===== src/rtl/colormap_pkg.sv =====
// colormap_pkg: shared types and constants for the colormap ROM arbiter
package colormap_pkg;
    localparam int NPORTS = 2;
    localparam int OCCW   = 2;
    typedef logic        port_id_t;
    typedef logic [23:0] rgb_t;
endpackage


===== src/rtl/colormap_rom_arbiter_rsp_fifo2.sv =====
// rsp_fifo2: two-entry register FIFO whose head is always a register
module rsp_fifo2
    import colormap_pkg::*;
#(
    parameter int WIDTH = 24
) (
    input  logic             clk_i,
    input  logic             rst_ni,
    input  logic             push_i,
    input  logic [WIDTH-1:0] data_i,
    input  logic             pop_i,
    output logic [WIDTH-1:0] head_o,
    output logic [OCCW-1:0]  count_o
);
    logic [WIDTH-1:0] e0_q, e0_d, e1_q, e1_d;
    logic [OCCW-1:0]  count_q, count_d, wpos;

    // A pop shifts the tail into the head; a push lands in the first slot free after that pop.
    always_comb begin
        wpos    = count_q - OCCW'(pop_i);
        e0_d    = (push_i && wpos == '0) ? data_i : (pop_i ? e1_q : e0_q);
        e1_d    = (push_i && wpos == OCCW'(1)) ? data_i : e1_q;
        count_d = count_q + OCCW'(push_i) - OCCW'(pop_i);
    end

    // Entry and count registers; reset empties the FIFO.
    always_ff @(posedge clk_i or negedge rst_ni) begin
        if (!rst_ni) begin
            e0_q    <= '0;
            e1_q    <= '0;
            count_q <= '0;
        end else begin
            e0_q    <= e0_d;
            e1_q    <= e1_d;
            count_q <= count_d;
        end
    end

    assign head_o  = e0_q;
    assign count_o = count_q;
endmodule


===== src/rtl/rom_sync.sv =====
// rom_sync: synchronous-read ROM with a registered output holding entry k = {k, ~k, k}
module rom_sync #(
  parameter int    WIDTH  = 24,
  parameter int    DEPTH  = 256,
  parameter string INIT_F = "",
  localparam int   ADDRW  = $clog2(DEPTH)
) (
  input  logic             clk_i,
  input  logic [ADDRW-1:0] addr_i,
  output logic [WIDTH-1:0] data_o
);
  always_ff @(posedge clk_i) data_o <= WIDTH'({addr_i, ~addr_i, addr_i});
endmodule


===== src/rtl/colormap_rom_arbiter.sv =====
// colormap_rom_arbiter: two lookup ports sharing one synchronous colormap ROM
module colormap_rom_arbiter
    import colormap_pkg::*;
#(
    parameter int    WIDTH      = 24,
    parameter int    DEPTH      = 256,
    parameter string INIT_F     = "turbo_colormap.hex",
    parameter bit    FIXED_PRIO = 1'b0,
    localparam int   ADDRW      = $clog2(DEPTH)
) (
    input  logic                         clk,
    input  logic                         rst_n,
    input  logic [NPORTS-1:0]            req_valid,
    input  logic [NPORTS-1:0][ADDRW-1:0] req_addr,
    output logic [NPORTS-1:0]            req_ready,
    output logic [NPORTS-1:0]            rsp_valid,
    output logic [NPORTS-1:0][WIDTH-1:0] rsp_data,
    input  logic [NPORTS-1:0]            rsp_ready,
    output logic                         busy
);
    logic [NPORTS-1:0]           elig, push, pop;
    logic [NPORTS-1:0][OCCW-1:0] count, occ;
    logic [ADDRW-1:0]            addr_q, addr_d;
    logic [WIDTH-1:0]            rom_data;
    logic                        inflight_q, gnt_any;
    port_id_t                    tag_q, last_q, gnt_port;

    for (genvar i = 0; i < NPORTS; i++) begin : g_port
        // Occupancy counts the read in flight for this port plus its buffered entries.
        assign push[i]      = inflight_q && tag_q == port_id_t'(i);
        assign pop[i]       = rsp_valid[i] && rsp_ready[i];
        assign occ[i]       = count[i] + OCCW'(push[i]);
        assign elig[i]      = req_valid[i] && (occ[i] < OCCW'(2) || pop[i]);
        assign rsp_valid[i] = count[i] != '0;
        assign req_ready[i] = rst_n && gnt_any && gnt_port == port_id_t'(i);

        rsp_fifo2 #(.WIDTH(WIDTH)) u_fifo (
            .clk_i   (clk),
            .rst_ni  (rst_n),
            .push_i  (push[i]),
            .data_i  (rom_data),
            .pop_i   (pop[i]),
            .head_o  (rsp_data[i]),
            .count_o (count[i])
        );
    end

    // A lone eligible port wins; a tie goes to port 0 or to the port not served last.
    always_comb begin
        gnt_any  = |elig;
        gnt_port = (&elig) ? (FIXED_PRIO ? 1'b0 : ~last_q) : elig[1];
        addr_d   = gnt_any ? req_addr[gnt_port] : addr_q;
    end

    // In-flight tag, round-robin pointer and held ROM address.
    always_ff @(posedge clk or negedge rst_n) begin
        if (!rst_n) begin
            inflight_q <= 1'b0;
            tag_q      <= 1'b0;
            last_q     <= 1'b1;
            addr_q     <= '0;
        end else begin
            inflight_q <= gnt_any;
            addr_q     <= addr_d;
            if (gnt_any) begin
                tag_q  <= gnt_port;
                last_q <= gnt_port;
            end
        end
    end

    rom_sync #(.WIDTH(WIDTH), .DEPTH(DEPTH), .INIT_F(INIT_F)) u_rom (
        .clk_i  (clk),
        .addr_i (addr_d),
        .data_o (rom_data)
    );

    assign busy = inflight_q || (|count[0]) || (|count[1]);
endmodule


===== config.mk =====
export PLATFORM = sky130hd
export DESIGN_NAME = colormap_rom_arbiter
export DESIGN_NICKNAME = d
export VERILOG_FILES = /design/src/rtl/colormap_pkg.sv /design/src/rtl/colormap_rom_arbiter_rsp_fifo2.sv /design/src/rtl/rom_sync.sv /design/src/rtl/colormap_rom_arbiter.sv
export SDC_FILE = /design/constraint.sdc
export NUM_CORES = 1
export LEC_CHECK = 0
export ABC_AREA = 1
export CAP_MARGIN = 20
export CORE_MARGIN = 10
export CORE_UTILIZATION = 35
export CTS_CLUSTER_SIZE = 20
export DETAILED_ROUTE_END_ITERATION = 10
export REMOVE_ABC_BUFFERS = 1
export SLEW_MARGIN = 20
export SYNTH_ARGS = -nofsm -noshare
export SYNTH_HDL_FRONTEND = slang
export SYNTH_SLANG_ARGS = --single-unit

===== constraint.sdc =====
create_clock -name clk -period 2.86 [get_ports clk]
set_input_delay 0.286 -clock clk [delete_from_list [all_inputs] [get_ports clk]]
set_output_delay 0.286 -clock clk [all_outputs]
set_load 0.02 [all_outputs]

==> results of run 1 <==
-- layout make-up --
| class | count | area (um^2) |
|---|---|---|
| timing repair buffer | 90 | 871 |
| clock buffer | 9 | 225 |
| multi-input combinational | 284 | 1510 |
| clock inverter | 7 | 47.5 |
| fill | 1180 | 6630 |
| tap | 147 | 184 |
| sequential | 95 | 2300 |
| inverter | 52 | 195 |
-- logic make-up after synthesis --
kind of cell	Yosys count	share of synthesized area, %
xor gates and xnor gates	2	0.413
DFF	95	54.2
buffers and inverters	93	10.6
and+or+nand+nor	207	22.5
AOI/OAI and AO/OA	69	10.6
adders and majority gates	6	1.77
-- per-stage QoR --
step	setup slack, ps	hold slack (ps)
finish	310	31.7
global route	133	45.3
CTS	295	39.1
detailed placement	454	400
global placement	479	402
floorplan	-226	-9.59
-- sequential cells by signal (all words and copies together) (netlist names) --
register and count:
tag_q 1, inflight_q 1, g_port.u_fifo.e1_q 32, addr_q 8
last_q 1, u_rom.data_o 16, g_port.u_fifo.count_o 4, g_port.u_fifo.head_o 32
-- power by group through the flow --
stage	Combinational, W	Clock [W]	Sequential, W
floorplan	0.00144	0	0.00261
global route	0.00339	0.00118	0.00240
CTS	0.00306	0.00112	0.00234
detailed placement	0.00303	0	0.00236
global placement	0.00295	0	0.00233
finish	0.00302	0.00110	0.00233
-- placed cells by master (no fill, tap or decap) --
cell type	Yosys	layout
nand3_1	98	96
nand2_1	85	85
dfrtp_1	78	78
clkdlybuf4s50_1	0	73
inv_1	48	48
o21ai_0	34	34
o211ai_1	32	32
buf_4	19	16
dfxtp_1	16	16
clkbuf_16	0	9
or2_2	6	6
nor2_1	6	6
ha_1	6	6
nand2_2	5	5
clkinv_1	3	3
nand3_2	1	3
clkinv_2	0	3
or2_0	2	2
xor2_1	2	2
nand3b_1	2	2
inv_6	0	2
clkinvlp_4	0	2
o21ai_4	1	1
inv_2	1	1
a21oi_4	1	1
nand2_4	1	1
a21oi_1	1	1
or2_1	1	1
dfstp_2	1	1
buf_12	0	1
-- synthesized netlist by cell type (2+ instances only) --
cell type / count
buf_6: 2
clkbuf_1: 8
xor2_1: 2
clkinv_1: 3
inv_1: 48
buf_2: 10
dfrtp_1: 78
nor2_1: 6
ha_1: 6
buf_1: 2
nand2_2: 5
dfxtp_1: 16
o21ai_0: 34
nand3b_1: 2
buf_4: 19
o211ai_1: 32
or2_0: 2
nand3_1: 98
nand2_1: 85
or2_2: 6
-- final timing paths --
kind / startpoint / to / slack [ps] / depth (start not counted)
min in group clk: g_port[1].u_fifo.e1_q[19] / g_port[1].u_fifo.e1_q[19] / 490 / 2
worst min register to register: g_port[1].u_fifo.e1_q[19] / g_port[1].u_fifo.e1_q[19] / 490 / 2
worst max register to register: g_port[0].u_fifo.count_o[1] / g_port[0].u_fifo.head_o[15] / 540 / 12
worst max-delay path: tag_q / req_ready[0] / 310 / 13
max in group asynchronous: rst_n / addr_q[2] / 1820 / 3
worst min-delay path: rst_n / g_port[0].u_fifo.e1_q[12] / 30 / 2
-- worst register-to-register path: stages (launching register included) --
cell,delay (ps)
dfrtp_1,380
inv_1,110
nand2_2,90
nand2_2,70
buf_4,260
clkinv_1,140
ha_1,210
nor2_1,100
nor2_1,70
nand3_2,60
buf_4,420
nand3_1,190
o211ai_1,140
-- metal layers --
layer	track usage [%]	vias to the layer above	wire, um
met5	0	-	0
met4	3.90	0	176
met3	4.42	18	702
met2	22.0	88	5140
met1	16.2	1624	4830
li1	-	1661	-
==> impl_results.md, run 1 <==
* Status: finished, final reports clean
* CP max-delay cell: clkdlybuf4s50_1
* Worst IR Drop VDD at 0.000675 V
* Slew @ Worst Pin at ~650 ps
* Sw power at roughly 0.0026 W
* Clock Skews at 5.84 ps
* CP most frequent cell: nand2_1
* Seq cells post-synth at 95
* Switching share of power at slightly above 40%
* Post-route ant nets at 0
* DR vias at 3391
* Post-CTS resize count at 0
* Kind of start point of the critical path: flip-flop
* Worst path top cell family by delay: buffers and inverters
* Core Region at approximately 12000 um^2
* Placer congestion estimate at 0.800
* H-tree Lvls at 3
* Hold Buf Count CTS at 0
* Diodes inserted at 0
* Synthesis-to-finish area growth at 25.6%
* Seq/Total Area, Yosys at between 50 and 60%
* Synth warnings at 0
* Clk Latency, worst-skew pair at roughly 340 ps
* Clock Tree Buf Depth at 2
* Initial antenna violation count at 0
* First-pass GRT wire length at 17900 um
* Ports at 75
* Vias/cell at 4.96
* WL final at about 11000 um
* Synth area leader: dfrtp_1
* Synthesized area at 4240 um^2
* Final setup vio count at 0
* Cell Chain, Critical Path: inv_1 -> nand2_1 -> inv_1 -> ha_1 -> inv_1 -> nand2_1 -> nand2_1 -> nand2_1 -> nand2_1 -> nand2_2 -> clkinv_1 -> nor2_1 -> clkdlybuf4s50_1
* Final instance area at 5330 um^2
* DIE WIDTH at 130 um
* Clock share of power at 17.0%
* Final Cycle Share at 89.2%
* Post-CTS Setup Inserts at 0
* Sink Count at 95
* Final setup TNS at 0 ps
* Worst slew margin at a little under three fifths
* RSZ-0062 raised after global routing: false
* Fin. Hold Viols at 0
* CP required at 2570 ps
* Hpwl dp at 7440 um
* Post-Layout Cell Count at 684
* Critical path buffers and inverters at 5
* Final #Nets at between 500 and 600
* Grt total ovfl at 0
* Worst setup EP type: output port
* Total track usage at 13.3%
* CP Class: flip-flop to output port
* Maximum capacitance violations at 0
* DR iter-0 viols at 231
* Ys flop type: dfrtp_1
* Max-slew violation count at 0
* Largest net degree at the start of global routing at 50
* WP data arrival at 2260 ps
* Combinational group share of total power at 46.8%
* Number of iterations in the first detailed-routing pass at 4
* CTS tree: done
* Hold Crit Class: primary input to async pin
* CTS buffer count at 9
* Num rows at 40
* Minimum clock period at 2550 ps
* Pwr dens at 1210 nW/um^2
* Asr flop ratio synth at approximately 83%
* Initial Util at 35.5%
* Top cell type's share of synthesized area at between 40% and 50%
* Max Freq at 0.392 GHz
* End-of-flow core utilization at 44.5%
* CTS clock-pin slew for the worst setup and hold paths at 70 ps
* Tot Pwr at between 0.006 and 0.007 W
* Die Y at 130 um
* Maximum fanout along the worst path at 2
* Leak pwr at roughly 2.5 nW
* Flop pwr share at between 30% and 40%
* Yosys cell types at 28
* Layout cells sized above 1 at 9.68%
* Remaining DRCs at 0
* Pint at 0.00379 W
* Cells after Synth at 472
* Placed cells at 668
* Max incr delay on CP at between 600 and 700 ps
* Placed inst area at 5050 um^2
* Port Buffers at 74
* Post-synth EDFFs at 0
* Drt wl/cell at 15.9 um
* Largest cells by area after synthesis: dfrtp_1 (46%), nand3_1 (12%), dfxtp_1 (7.5%), nand2_1 (7.5%), o211ai_1 (5.7%)
* Post-synthesis average cell area at roughly 9 um^2
* Vias in the first global route at 3519
* Total die area at 16900 um^2
* Root buf cell: clkbuf_16
Note: power is estimated with default switching activity, not from simulation.
==> run 2, diff against run 1 <==
SETUP_SLACK_MARGIN = 0.3   (was default)
==> run 2 against run 1 <==
First-iteration DRC count unchanged; critical path type is now flip-flop to flip-flop; count of clock-buffer cells in the layout is the same; die area is the same; cell count did not move; sequential share of layout area is essentially flat; critical endpoint is now g_port[0].u_fifo.head_o[15]; largest cell class unchanged.
==> impl_results.md, run 2 (synthesized netlist as in run 1, its figures left out) <==
* Slew @ Worst Pin at 648 ps (+0.00501 ps)
* Total track usage at 13.3% (unchanged)
* Post-route ant nets at 0 (unchanged)
* Leak pwr at 2.49 nW (+0.79%)
* PnR worst setup slack at 538 ps (+228 ps)
* Maximum capacitance violations at 0 (unchanged)
* Pwr dens at 1210 nW/um^2 (about the same)
* Switching share of power at 41.1% (about the same)
* Setup slack, reg-to-reg at 540 ps (about the same)
* Fin. Hold Viols at 0 (unchanged)
* Hpwl dp at 7440 um (unchanged)
* Max Freq at 0.431 GHz (+9.8%)
* Final instance area at 5330 um^2 (about the same)
* Critical path buffers and inverters at 4 (-1)
* Number of iterations in the first detailed-routing pass at 4 (unchanged)
* Fill count at 1180 (unchanged)
* Hold Buf Count CTS at 0 (unchanged)
* Port Buffers at 74 (unchanged)
* CP Class: flip-flop to flip-flop
* CTS buffer count at 9 (unchanged)
* DR iter-0 viols at 231 (unchanged)
* Combinational group share of total power at 46.8% (about the same)
* Diodes inserted at 0 (unchanged)
* Sw power at 0.00265 W (about the same)
* Max incr delay on CP at 420 ps (-190 ps)
* Hold Crit Class: primary input to async pin
* Clk Latency, worst-skew pair at 340 ps (about the same)
* Clock Tree Buf Depth at 2 (unchanged)
* Layout cells sized above 1 at 9.68% (unchanged)
* WL final at 10800 um (unchanged)
* Worst Hold Slack at 31.8 ps (+0.0719 ps)
* Largest net degree at the start of global routing at 50 (unchanged)
* Minimum clock period at 2320 ps (-228 ps)
* Kind of start point of the critical path: flip-flop
* Clock Skews at 5.83 ps (-0.00735 ps)
* Vias/cell at 4.96 (about the same)
* Placer congestion estimate at 0.800 (unchanged)
* RSZ-0062 raised after global routing: false
* Vias in the first global route at 3519 (unchanged)
* Sink Count at 95 (unchanged)
* Ports at 75 (unchanged)
* Root buf cell: clkbuf_16
* Post-CTS Setup Inserts at 0 (unchanged)
* Worst slew margin at 56.8% (about the same)
* Placed inst area at 5050 um^2 (unchanged)
* DIE WIDTH at 130 um (unchanged)
* Maximum fanout along the worst path at 48 (+46)
* Core Region at 12000 um^2 (unchanged)
* Final setup vio count at 0 (unchanged)
* Tot Pwr at 0.00644 W (about the same)
* Status: finished, final reports clean
* Commonest non-fill, non-tap cells in the layout: nand3_1 (96), nand2_1 (85), dfrtp_1 (78)
* Pint at 0.00379 W (about the same)
* Commonest non-fill, non-tap cell in the layout: nand3_1
* Worst setup EP type: flip-flop
* Post-CTS resize count at 1 (+1)
* WP data arrival at 2570 ps (+310 ps)
* H-tree Lvls at 3 (unchanged)
* Grt total ovfl at 0 (unchanged)
* Final #Nets at 560 (unchanged)
* Drt wl/cell at 15.9 um (unchanged)
* DR vias at 3394 (+0.088%)
* Worst IR Drop VDD at 0.000676 V (about the same)
* CTS tree: done
* Final Cycle Share at 81.2% (-8.0 points)
* Worst path top cell family by delay: buffers and inverters
* Pre-CTS WS at 454 ps (unchanged)
* Max-slew violation count at 0 (unchanged)
* CP max-delay cell: buf_4
* Cell Chain, Critical Path: inv_1 -> nand2_2 -> nand2_2 -> buf_4 -> clkinv_1 -> ha_1 -> nor2_1 -> nor2_1 -> nand3_2 -> buf_4 -> nand3_1 -> o211ai_1
* Initial antenna violation count at 0 (unchanged)
* End-of-flow core utilization at 44.6% (about the same)
* Die Y at 130 um (unchanged)
* First-pass GRT wire length at 17900 um (unchanged)
* Remaining DRCs at 0 (unchanged)
* Worst reg2reg path depth at 12 (unchanged)
* Crit path depth at 12 (-1)
* Synthesis-to-finish area growth at 25.6% (about the same)
* Total die area at 16900 um^2 (unchanged)
* Flop pwr share at 36.2% (about the same)
* Clock share of power at 17.0% (about the same)
* CP required at 3110 ps (+540 ps)
* CTS clock-pin slew for the worst setup and hold paths at 70 ps (about the same)
* Initial Util at 35.5% (unchanged)
* Num rows at 40 (unchanged)
## run 2: per-stage QoR
stage	cells	setup TNS, ps
6_report	684	0
5_1_grt	684	0
4_1_cts	684	0
3_5_place_dp	668	0
3_3_place_gp	668	0
2_1_floorplan	431	-4630
## run 2: power groups by stage
stage	clock [W]	sequential, W	combinational [W]
after floorplan	0	0.00261	0.00144
after global placement	0	0.00233	0.00295
after global routing	0.00118	0.00240	0.00339
after detailed placement	0	0.00236	0.00303
after CTS	0.00112	0.00234	0.00305
final	0.00110	0.00233	0.00301
## run 2: layout make-up
type / count / area [um^2] / share of cell area [%]
clock buffers: 9 / 225 / 4.23
clock inverters: 7 / 47.5 / 0.892
inverters: 52 / 195 / 3.66
multi-input cells: 284 / 1510 / 28.3
flip-flops and latches: 95 / 2300 / 43.1
well taps: 147 / 184 / 3.45
repair buffers: 90 / 872 / 16.4
## run 2: final timing paths
path,to,start
max in group asynchronous,addr_q[2],rst_n
worst min-delay path,g_port[0].u_fifo.e1_q[12],rst_n
min in group clk,g_port[1].u_fifo.e1_q[19],g_port[1].u_fifo.e1_q[19]
worst max-delay path,g_port[0].u_fifo.head_o[15],g_port[0].u_fifo.count_o[1]
worst min register to register,g_port[1].u_fifo.e1_q[19],g_port[1].u_fifo.e1_q[19]
worst max register to register,g_port[0].u_fifo.head_o[15],g_port[0].u_fifo.count_o[1]
## run 2: layer usage
metal | wire length [um] | share of wire [%] | vias to the layer above | track usage (%)
met5 | 0 | 0 | - | 0
met4 | 176 | 1.6 | 0 | 3.90
met3 | 722 | 6.7 | 18 | 4.42
met2 | 5130 | 47 | 90 | 22.0
met1 | 4810 | 44 | 1625 | 16.2
li1 | - | - | 1661 | -
==> run 3, diff against run 2 <==
clock period = 1.9 ns   (was 2.86 ns; I/O delays follow)
==> run 3 against run 2 <==
The flow now finishes with violations (negative setup slack); combinational power increased to 2.7 times the previous value; clock power increased by 78%; critical path depth increased by 1; clock skew about the same; routed wire length increased by 37%; worst setup slack got worse by 630 ps; sequential share of layout area decreased by 11 points; flip-flop and latch count unchanged; total power increased by 110%; cell area increased by 34%; cell count increased by 9.6%; via count increased by 17%; highest routed layer unchanged.
==> impl_results.md, run 3 (synthesized netlist as in run 1, its figures left out) <==
* Status: finished with violations
* Failing checks: negative setup slack
* Clock Skews at 5.75 ps (-0.0844 ps)
* Remaining DRCs at 0 (unchanged)
* Vias/cell at 5.29 (+6.7%)
* PnR worst setup slack at -88.1 ps (-626 ps)
* Num rows at 40 (unchanged)
* DIE WIDTH at 130 um (unchanged)
* Clk Latency, worst-skew pair at 340 ps (about the same)
* Hpwl dp at 7410 um (-0.47%)
* Worst setup EP type: output port
* Drt wl/cell at 19.9 um (+25%)
* DR iter-0 viols at 418 (+81%)
* Maximum capacitance violations at 0 (unchanged)
* Worst slew margin at 71.4% (+15 points)
* CTS clock-pin slew for the worst setup and hold paths at 60 ps (about the same)
* DR WL met2 at 7550 um (+47%)
* Total track usage at 16.5% (+3.2 points)
* Worst IR Drop VDD at 0.00119 V (+76%)
* Pint at 0.00823 W (+120%)
* RSZ-0062 raised after global routing: true
* Pwr dens at 1940 nW/um^2 (+60%)
* Vias in the first global route at 3998 (+14%)
* Commonest non-fill, non-tap cell in the layout: dfrtp_1
* Clock Tree Buf Depth at 2 (unchanged)
* Post-route ant nets at 0 (unchanged)
* Final setup vio count at 29 (+29)
* Total die area at 16900 um^2 (unchanged)
* H-tree Lvls at 3 (unchanged)
* Initial antenna violation count at 0 (unchanged)
* Placer congestion estimate at 0.762 (-4.8%)
* Die Y at 130 um (unchanged)
* Port Buffers at 74 (unchanged)
* Slew @ Worst Pin at 429 ps (-219 ps)
* Final Cycle Share at 105%
* Number of iterations in the first detailed-routing pass at 4 (unchanged)
* First-pass GRT wire length at 21600 um (+21%)
* Synthesis-to-finish area growth at 67.9%
* Switching share of power at 40.4% (-0.76 points)
* WP data arrival at 1800 ps (-770 ps)
* Root buf cell: clkbuf_16
* Diodes inserted at 0 (unchanged)
* End-of-flow core utilization at 59.6% (+15 points)
* Leak pwr at 3.29 nW (+32%)
* Minimum clock period at 1990 ps
* WL final at 14900 um (+37%)
* Initial Util at 35.5% (unchanged)
* Sink Count at 95 (unchanged)
* Fill count at 933 (-21%)
* Core Region at 12000 um^2 (unchanged)
* DR vias at 3969 (+17%)
* Kind of start point of the critical path: flip-flop
* CTS tree: done
* Commonest non-fill, non-tap cells in the layout: dfrtp_1 (78), nand3_2 (62), clkdlybuf4s50_1 (59)
* Final #Nets at 626 (+12%)
* Maximum fanout along the worst path at 3 (-94%)
* Sw power at 0.00557 W (+110%)
* Met1 Wirelength at 5850 um (+22%)
* Met3 WL at 1170 um (+62%)
* Grt total ovfl at 0 (unchanged)
* Max-slew violation count at 0 (unchanged)
* Clock share of power at 14.2% (-2.8 points)
* Uppermost routed layer: met4
* Worst Hold Slack at 472 ps (+440 ps)
* CP required at 1710 ps (-1400 ps)
* Layout cells sized above 1 at 43.4% (+34 points)
* Max Freq at 0.503 GHz
* CP Class: flip-flop to output port
* Ports at 75 (unchanged)
* Hold Crit Class: primary input to flip-flop
* Combinational group share of total power at 59.0% (+12 points)
* Fin. Hold Viols at 0 (unchanged)
* Pre-CTS WS at -187 ps (-641 ps)
* Flop pwr share at 26.7% (-9.5 points)
* CTS buffer count at 9 (unchanged)
* Largest net degree at the start of global routing at 80 (+60%)
==> run 3: changes by cell type in the layout (fill, tap and decap cells not counted), sizes merged, moves of 2 or more <==
cell           before  now
clkbuf              9   13
bufinv              0    2
clkinv              6    1
dlymetal6s2s        1    8
buf                17   84
clkdlybuf4s50      71   59
==> run 3: critical path, cell delays in order (launching register included) <==
cell and delay (ps):
dfrtp_1 410, inv_2 90, nand2_2 60, inv_2 70, ha_4 120, inv_2 40, nand2_2 60, nand2_2 70
nand2_2 110, nand3_4 90, nand2_4 90, nand2_4 50, nor2_4 80, buf_6 120
==> run 3: layout make-up <==
class / instances / area (um^2) / area share (%)
clock buffers: 11 / 243 / 3.41
multi-input cells: 284 / 2180 / 30.6
well taps: 147 / 184 / 2.58
clock inverters: 5 / 82.6 / 1.16
repair buffers: 156 / 1940 / 27.2
flip-flops and latches: 95 / 2300 / 32.3
inverters: 52 / 203 / 2.85
==> run 3: power groups by stage <==
| stage | clock network [W] | logic, W | registers (W) |
|---|---|---|---|
| floorplan | 0 | 0.00217 | 0.00393 |
| global route | 0.00207 | 0.00870 | 0.00380 |
| detailed placement | 0 | 0.00482 | 0.00352 |
| global placement | 0 | 0.00470 | 0.00349 |
| CTS | 0.00198 | 0.00681 | 0.00357 |
| finish | 0.00196 | 0.00815 | 0.00369 |
==> run 3: routing by layer <==
metal | track usage (%) | vias to the layer above
met5 | 0 | -
met4 | 7.54 | 0
met3 | 3.98 | 23
met2 | 26.9 | 137
met1 | 20.3 | 1984
li1 | - | 1825
==> run 3: worst paths after layout <==
| path | cells past startpoint | slack, ps | startpoint | to |
|---|---|---|---|---|
| setup / recovery | 13 | -90 | tag_q | req_ready[0] |
| hold / removal | 4 | 470 | req_addr[4] | u_rom.data_o[12] |
| setup reg to reg | 14 | -90 | g_port[0].u_fifo.count_o[0] | g_port[0].u_fifo.head_o[18] |
| hold reg to reg | 2 | 490 | g_port[0].u_fifo.e1_q[17] | g_port[0].u_fifo.e1_q[17] |
| max in group asynchronous | 3 | 990 | rst_n | last_q |
| min in group asynchronous | 3 | 550 | rst_n | g_port[1].u_fifo.head_o[20] |
==> run 3: per-stage QoR <==
stage	TNS [ps]	instances	instance area [um^2]	total power, W
after floorplan	-56730	431	3990	0.00610
after global placement	-730	675	5160	0.00819
after detailed placement	-1900	675	5160	0.00834
after CTS	-242	731	6490	0.0124
after global routing	-4970	750	7120	0.0146
final	-1240	750	7120	0.0138
==> run 3: repair_timing <==
| item | CTS | global route |
|---|---|---|
| cloned | 12 | 5 |
| setup buffers | 27 | 14 |
| pin swaps | 36 | 36 |
| hold buffers | 1 | 0 |
| setup endpoints to repair | 95 | 107 |
| endpoints found under the hold margin | 78 | 0 |
| resized for setup | 147 | 137 |
